`config.mk`:
```
export PLATFORM = sky130hd
export DESIGN_NAME = eth_measurer_multi_coord
export DESIGN_NICKNAME = d
export VERILOG_FILES = /design/src/rtl/eth_measurer_multi_coord.sv
export SDC_FILE = /design/constraint.sdc
export NUM_CORES = 2
export LEC_CHECK = 0
export CAP_MARGIN = 20
export CELL_PAD_IN_SITES_DETAIL_PLACEMENT = 2
export CELL_PAD_IN_SITES_GLOBAL_PLACEMENT = 2
export CORE_ASPECT_RATIO = 0.8
export CORE_MARGIN = 2
export CORE_UTILIZATION = 37
export CTS_CLUSTER_SIZE = 14
export DETAILED_ROUTE_END_ITERATION = 7
export GPL_ROUTABILITY_DRIVEN = 0
export PLACE_DENSITY_LB_ADDON = 0.1
export SLEW_MARGIN = 20
export SYNTH_ARGS = -nofsm -noshare
export SYNTH_HDL_FRONTEND = slang
export SYNTH_SLANG_ARGS = --single-unit
export TNS_END_PERCENT = 20
```
`constraint.sdc`:
```
create_clock -name clk -period 46 [get_ports clk]
set_input_delay 9.2 -clock clk [delete_from_list [all_inputs] [get_ports clk]]
set_output_delay 9.2 -clock clk [all_outputs]
set_load 0.05 [all_outputs]
```
`src/rtl/eth_measurer_multi_coord.sv`:
```
// Round-robin ping-pong latency/loss measurer over NUM_CH main/loop interface pairs.
// One sequence is in flight at a time; results are strobed on done with per-channel counters.
module eth_measurer_multi_coord #(
  parameter int NUM_CH = 2,
  parameter int CNT_W  = 64,
  parameter int LAT_W  = 32
) (
  input  logic                 clk,
  input  logic                 rst,
  input  logic                 enable,
  input  logic [NUM_CH-1:0]    ch_mask,
  input  logic [15:0]          psize_req,
  input  logic [LAT_W-1:0]     delay_time,
  input  logic [LAT_W-1:0]     timeout,
  output logic [15:0]          psize,
  output logic [63:0]          ping_id,
  output logic [NUM_CH-1:0]    main_tx_trigger,
  output logic [NUM_CH-1:0]    loop_tx_trigger,
  input  logic [NUM_CH-1:0]    main_tx_begin,
  input  logic [NUM_CH-1:0]    loop_tx_begin,
  input  logic [NUM_CH-1:0]    main_rx_valid,
  input  logic [NUM_CH-1:0]    loop_rx_valid,
  input  logic [NUM_CH*64-1:0] main_rx_ping_id,
  input  logic [NUM_CH*64-1:0] loop_rx_ping_id,
  output logic                 done,
  output logic [3:0]           done_ch,
  output logic [1:0]           status,
  output logic [LAT_W-1:0]     ping_time,
  output logic [LAT_W-1:0]     pong_time,
  output logic [CNT_W-1:0]     good_cnt,
  output logic [CNT_W-1:0]     ping_lost_cnt,
  output logic [CNT_W-1:0]     pong_lost_cnt
);

  localparam int CH_W = (NUM_CH > 1) ? $clog2(NUM_CH) : 1;

  typedef enum logic [2:0] {
    S_IDLE, S_DELAY, S_PING_TX, S_PING_WAIT, S_PONG_TX, S_PONG_WAIT
  } state_t;

  state_t            state_r, state_s;
  logic [CH_W-1:0]   cur_ch_r, last_ch_r, sel_ch_s;
  logic              sel_ok_s;
  logic [LAT_W-1:0]  dcnt_r, timer_r, timer_inc_s;
  logic [15:0]       psize_max_s;
  logic [NUM_CH*64-1:0] main_id_sh_s, loop_id_sh_s;
  logic              main_begin_s, loop_begin_s, ping_match_s, pong_match_s;
  logic              delay_hit_s, timed_out_s;
  logic              launch_s, ping_ok_s, ping_lost_s, pong_ok_s, pong_lost_s;
  logic [CNT_W-1:0]  good_arr_r [NUM_CH];
  logic [CNT_W-1:0]  plost_arr_r [NUM_CH];
  logic [CNT_W-1:0]  polost_arr_r [NUM_CH];
  logic [CNT_W-1:0]  good_inc_s, plost_inc_s, polost_inc_s;

  // Next set mask bit strictly after the last served channel, wrapping around.
  function automatic logic [CH_W:0] pick_next(input logic [NUM_CH-1:0] mask,
                                              input logic [CH_W-1:0]   last);
    logic            found;
    logic [CH_W-1:0] ch;
    logic [NUM_CH-1:0] rot;
    found = 1'b0;
    ch    = {CH_W{1'b0}};
    for (int i = 1; i <= NUM_CH; i++) begin
      int idx;
      idx = (int'(last) + i) % NUM_CH;
      rot = mask >> idx;
      if (!found && rot[0]) begin
        found = 1'b1;
        ch    = CH_W'(idx);
      end else begin
        found = found;
      end
    end
    return {found, ch};
  endfunction

  // Per-channel taps, selection and event decode for the channel under test.
  always_comb begin
    {sel_ok_s, sel_ch_s} = pick_next(ch_mask, last_ch_r);
    main_id_sh_s  = main_rx_ping_id >> {cur_ch_r, 6'd0};
    loop_id_sh_s  = loop_rx_ping_id >> {cur_ch_r, 6'd0};
    main_begin_s  = main_tx_begin[cur_ch_r];
    loop_begin_s  = loop_tx_begin[cur_ch_r];
    ping_match_s  = loop_rx_valid[cur_ch_r] && (loop_id_sh_s[63:0] == ping_id);
    pong_match_s  = main_rx_valid[cur_ch_r] && (main_id_sh_s[63:0] == ping_id);
    delay_hit_s   = (dcnt_r == delay_time);
    timed_out_s   = (timer_r == timeout);
    timer_inc_s   = (timer_r == {LAT_W{1'b1}}) ? timer_r : timer_r + {{(LAT_W-1){1'b0}}, 1'b1};
    psize_max_s   = (psize_req < 16'd38) ? 16'd38 : psize_req;
    good_inc_s    = good_arr_r[cur_ch_r]   + {{(CNT_W-1){1'b0}}, 1'b1};
    plost_inc_s   = plost_arr_r[cur_ch_r]  + {{(CNT_W-1){1'b0}}, 1'b1};
    polost_inc_s  = polost_arr_r[cur_ch_r] + {{(CNT_W-1){1'b0}}, 1'b1};
  end

  // State register.
  always_ff @(posedge clk or posedge rst) begin
    if (rst) state_r <= S_IDLE;
    else     state_r <= state_s;
  end

  // Next-state logic; dropping enable forces IDLE from anywhere.
  always_comb begin
    state_s = state_r;
    if (!enable) begin
      state_s = S_IDLE;
    end else begin
      case (state_r)
        S_IDLE:      state_s = (ch_mask != {NUM_CH{1'b0}}) ? S_DELAY : S_IDLE;
        S_DELAY:     state_s = !delay_hit_s ? S_DELAY : (sel_ok_s ? S_PING_TX : S_IDLE);
        S_PING_TX:   state_s = main_begin_s ? S_PING_WAIT : S_PING_TX;
        S_PING_WAIT: state_s = ping_match_s ? S_PONG_TX : (timed_out_s ? S_DELAY : S_PING_WAIT);
        S_PONG_TX:   state_s = loop_begin_s ? S_PONG_WAIT : S_PONG_TX;
        S_PONG_WAIT: state_s = (pong_match_s || timed_out_s) ? S_DELAY : S_PONG_WAIT;
        default:     state_s = S_IDLE;
      endcase
    end
  end

  // Output events; a match on the timeout cycle takes priority over loss.
  always_comb begin
    launch_s    = 1'b0;
    ping_ok_s   = 1'b0;
    ping_lost_s = 1'b0;
    pong_ok_s   = 1'b0;
    pong_lost_s = 1'b0;
    if (enable) begin
      case (state_r)
        S_DELAY:     launch_s = delay_hit_s && sel_ok_s;
        S_PING_WAIT: begin
          ping_ok_s   = ping_match_s;
          ping_lost_s = !ping_match_s && timed_out_s;
        end
        S_PONG_WAIT: begin
          pong_ok_s   = pong_match_s;
          pong_lost_s = !pong_match_s && timed_out_s;
        end
        default:     launch_s = 1'b0;
      endcase
    end else begin
      launch_s = 1'b0;
    end
  end

  // Datapath: counters, timers, latched sequence data and registered outputs.
  always_ff @(posedge clk or posedge rst) begin
    if (rst) begin
      cur_ch_r        <= {CH_W{1'b0}};
      last_ch_r       <= CH_W'(NUM_CH - 1);
      dcnt_r          <= {LAT_W{1'b0}};
      timer_r         <= {LAT_W{1'b0}};
      psize           <= 16'd0;
      ping_id         <= 64'd0;
      main_tx_trigger <= {NUM_CH{1'b0}};
      loop_tx_trigger <= {NUM_CH{1'b0}};
      done            <= 1'b0;
      done_ch         <= 4'd0;
      status          <= 2'd0;
      ping_time       <= {LAT_W{1'b0}};
      pong_time       <= {LAT_W{1'b0}};
      good_cnt        <= {CNT_W{1'b0}};
      ping_lost_cnt   <= {CNT_W{1'b0}};
      pong_lost_cnt   <= {CNT_W{1'b0}};
      for (int c = 0; c < NUM_CH; c++) begin
        good_arr_r[c]   <= {CNT_W{1'b0}};
        plost_arr_r[c]  <= {CNT_W{1'b0}};
        polost_arr_r[c] <= {CNT_W{1'b0}};
      end
    end else begin
      dcnt_r  <= (state_r == S_DELAY) ? dcnt_r + {{(LAT_W-1){1'b0}}, 1'b1} : {LAT_W{1'b0}};
      timer_r <= (state_r == S_PING_WAIT || state_r == S_PONG_WAIT) ? timer_inc_s : {LAT_W{1'b0}};
      main_tx_trigger <= launch_s  ? (NUM_CH'(1'b1) << sel_ch_s) : {NUM_CH{1'b0}};
      loop_tx_trigger <= ping_ok_s ? (NUM_CH'(1'b1) << cur_ch_r) : {NUM_CH{1'b0}};
      done            <= ping_lost_s | pong_ok_s | pong_lost_s;
      if (launch_s) begin
        cur_ch_r  <= sel_ch_s;
        last_ch_r <= sel_ch_s;
        psize     <= psize_max_s;
        ping_id   <= ping_id + 64'd1;
      end
      if (ping_ok_s) begin
        ping_time <= timer_r;
      end else if (ping_lost_s) begin
        plost_arr_r[cur_ch_r] <= plost_inc_s;
        ping_time     <= {LAT_W{1'b0}};
        pong_time     <= {LAT_W{1'b0}};
        status        <= 2'd1;
        done_ch       <= 4'(cur_ch_r);
        good_cnt      <= good_arr_r[cur_ch_r];
        ping_lost_cnt <= plost_inc_s;
        pong_lost_cnt <= polost_arr_r[cur_ch_r];
      end else if (pong_ok_s) begin
        good_arr_r[cur_ch_r] <= good_inc_s;
        pong_time     <= timer_r;
        status        <= 2'd0;
        done_ch       <= 4'(cur_ch_r);
        good_cnt      <= good_inc_s;
        ping_lost_cnt <= plost_arr_r[cur_ch_r];
        pong_lost_cnt <= polost_arr_r[cur_ch_r];
      end else if (pong_lost_s) begin
        polost_arr_r[cur_ch_r] <= polost_inc_s;
        ping_time     <= {LAT_W{1'b0}};
        pong_time     <= {LAT_W{1'b0}};
        status        <= 2'd2;
        done_ch       <= 4'(cur_ch_r);
        good_cnt      <= good_arr_r[cur_ch_r];
        ping_lost_cnt <= plost_arr_r[cur_ch_r];
        pong_lost_cnt <= polost_inc_s;
      end
    end
  end

endmodule

```
==> impl_metrics.csv <==
group,metric,value,unit
synthesis,yosys-top-cells-area,"dfrtp_1 46%, xnor2_1 9.9%, mux2i_1 6.9%, nand2_1 6.0%, xor2_1 5.4%",
synthesis,ys_ff_latch,797,
setup_path,r2r_slack,39.17,ns
grt,grt_max_degree,157,
timing,skew,0.0299,ns
clock_tree,cts_sinks,797,
detailed_routing,drc_errors,0,
setup_path,r2r_start,"cur_ch_r",
timing,finalMaxSlewViolations,0,
status,outcome,"finished, final reports clean",
clock_tree,cts_hold_buf,0,
synthesis,yosysTopAreaCellShare,46.3,%
clock_tree,htreeDepth,3,
hold_path,hp-start,"plost_arr_r[118]",
grt,grt_pass1_vias,39200,
detailed_routing,vias,35800,
clock_tree,postCtsSetupRepairBufs,0,
synthesis,synth_ff_type,"dfrtp_1",
clock_tree,worstSkewPairLatency,0.69,ns
floorplanning,rows,111,
detailed_routing,drt_iter0_markers,2180,
placement,placedCellCount,6376,
synthesis,synth_edf_count,0,
placement,io_buffer_count,692,
floorplanning,core-area,115000,sq um
timing,clock.fmax,71.5,MHz
placement,place_hpwl,124000,microns
hold_path,hold_depth,1,
synthesis,ys_warn_count,0,
grt,antenna_found_initial,11,
pwr,switchingPower,336,uW
timing,finalSetupTns,0,ns
synthesis,syn_area_per_cell,9.87,sq um
setup_path,worstPathArrival,14.48,ns
synthesis,seq_area_frac_synth,46.4,%
pwr,p_leak,0.0218,uW
synthesis,yosys.area.top_type,"dfrtp_1",
setup_path,path_class,"in2reg",
cells_and_area,areaGrowthSynthToFinish,25.8,%
synthesis,synthTopCellsByCount,"796 x dfrtp_1, 691 x nand2_1, 488 x xnor2_1, 312 x nor2_1, 297 x mux2i_1",
detailed_routing,antenna_left,0,
setup_path,crit_path_end_kind,"flip-flop",
setup_path,critPathRequiredTime,46.49,ns
timing,setup_viol,0,
timing,finalHoldViolCount,0,
timing,max-slew-margin-rel,23.3,%
clock_tree,clk_pin_slew_worst_paths,0.06,ns
floorplanning,initial_utilization,37.4,%
clock_tree,cts_buffers,89,
synthesis,synthArstFlopShare,100,%
placement,preCtsSetupSlack,31.03,ns
setup_path,critPathMaxFanout,122,
pwr,combPwrFrac,4.5,%
pwr,p_clk_share,48.5,%
detailed_routing,routed_wl,171000,microns
synthesis,synth.most_common_cell,"dfrtp_1",
synthesis,synthesis.area,43000,sq um
pwr,netSwitchingFraction,22.5,%
setup_path,cp-start-kind,"primary input",
pwr,power_density,27.6,nW/um^2
floorplanning,die-width,385,microns
detailed_routing,via_per_inst,5.47,
hold_path,hp-class,"reg2reg",
clock_tree,cts_tree,"yes",
timing,tightest_slew,1.14,ns
synthesis,ys_types,89,
job,maxCapViolCount,0,
detailed_routing,drt-pass1-iter-count,5,
detailed_routing,drt-wirelength-per-cell,26.2,microns
clock_tree,cts_buffer_depth,3,
pwr,peakVddDrop,24.6,uV
setup_path,worstRegToRegCells,13,
floorplanning,die_h,309,microns
floorplanning,die-area,119000,sq um
grt,grt_pass1_wl,260000,microns
timing,worst_slack,32.01,ns
floorplanning,ios,696,
pwr,p_int,1160,uW
synthesis,synth_cells,4359,
clock_tree,cts_root_buf,"clkbuf_16",
pwr,seq_power_share,47.0,%
cells_and_area,drive_gt1_share,6.87,%
hold_path,hold_end,"plost_arr_r[118]",
cells_and_area,stdcell_count,6537,
grt,overflow,0,
timing,grt_setup_unrepaired,"no",
clock_tree,ctsResizeCount,0,
timing,layout_min_cycle_time,13.99,ns
cells_and_area,final_nets,5297,
setup_path,rr_endpoint,"good_cnt[45]",
grt,track_usage,28.8,%
timing,post-route-period-util,30.4,%
## kinds of logic after synthesis
group / synth area share [%]
AOI/OAI and AO/OA: 7.91
muxes: 9.27
other: 0.00872
buffers and inverters: 3.04
DFF: 46.4
and+or+nand+nor: 17.9
xor gates and xnor gates: 15.3
adders and majority gates: 0.175
## metrics by stage
| step | utilization (%) | instance area (sq um) | power, uW | hold slack [ns] |
|---|---|---|---|---|
| 2_1_floorplan | - | 43000 | 741 | 0.434 |
| 3_3_place_gp | 44.5 | 51200 | 782 | 0.448 |
| 3_5_place_dp | 44.5 | 51200 | 783 | 0.452 |
| 4_1_cts | 47.0 | 54100 | 1510 | 0.464 |
| 5_1_grt | 47.1 | 54100 | 1550 | 0.474 |
| 6_report | 47.1 | 54100 | 1490 | 0.463 |
## routing by layer
| metal | track usage, % | vias to the layer above | part of all wire (%) |
|---|---|---|---|
| met5 | 0 | - | 0.024 |
| met4 | 8.10 | 6 | 2.9 |
| met3 | 4.76 | 234 | 4.7 |
| met2 | 45.8 | 759 | 46 |
| met1 | 40.5 | 18800 | 46 |
| li1 | - | 16000 | - |
## flip-flops by register name, summed over array words and instances, names as in the netlist, 64 cells and up
| name | cells |
|---|---|
| good_arr_r | 128 |
| plost_arr_r | 128 |
| polost_arr_r | 128 |
| good_cnt | 64 |
| ping_id | 64 |
| ping_lost_cnt | 64 |
| pong_lost_cnt | 64 |
## worst max-delay path by stage
stage | from | to | slack (ns) | cells past startpoint
after floorplan | rst | cur_ch_r | 14.42 | 1
after global placement | main_rx_ping_id[126] | good_cnt[41] | 31.23 | 11
after detailed placement | main_rx_ping_id[126] | good_cnt[14] | 31.03 | 11
after CTS | main_rx_ping_id[126] | good_cnt[45] | 31.68 | 11
after global routing | main_rx_ping_id[126] | ping_lost_cnt[22] | 31.66 | 11
final | main_rx_ping_id[82] | good_cnt[45] | 32.01 | 11
## final cells by class
cell class              instances  area (sq um)
diodes                          8          20.0
well taps                    1525          1910
clock buffers                 138          2730
repair buffers                740          7330
clock inverters                15           165
fillers                     12100         60900
multi-input cells            3280         21900
flip-flops and latches        797         19900
inverters                      34           135
## power groups by stage
| stage | clock network (uW) | registers, uW | logic [uW] |
|---|---|---|---|
| floorplan | 0 | 715 | 25.5 |
| global placement | 0 | 715 | 67.1 |
| detailed placement | 0 | 715 | 68.3 |
| CTS | 743 | 702 | 68.6 |
| global route | 771 | 702 | 73.7 |
| finish | 724 | 702 | 67.9 |
## critical path, cell delays in order
cell and delay (ns):
clkdlybuf4s50_1 0.63, mux2i_1 0.15, xnor2_1 0.17, nor4_1 0.34, nand4_1 0.33, nor4_2 0.99
a31o_2 0.28, buf_4 0.48, and3_4 0.75, buf_6 0.65, o21ai_0 0.28
## placed cells by master (no fill, tap or decap), types with 30 or more instances in the layout
| cell type | n |
|---|---|
| nor3_1 | 37 |
| nor4_1 | 42 |
| clkdlybuf4s50_1 | 692 |
| clkbuf_16 | 92 |
| and3_1 | 36 |
| a22o_1 | 36 |
| a21o_1 | 30 |
| o21ai_0 | 202 |
| o22ai_1 | 34 |
| inv_1 | 32 |
| buf_4 | 44 |
| nand4_1 | 64 |
| mux2_2 | 90 |
| nand3b_1 | 67 |
| nand2_1 | 690 |
| a22oi_1 | 33 |
| nor2_1 | 307 |
| xor2_1 | 265 |
| mux2i_1 | 297 |
| a21oi_1 | 60 |
| xnor2_1 | 488 |
| nand3_1 | 177 |
| dfrtp_1 | 795 |
Power figures use the tool's default switching activity.
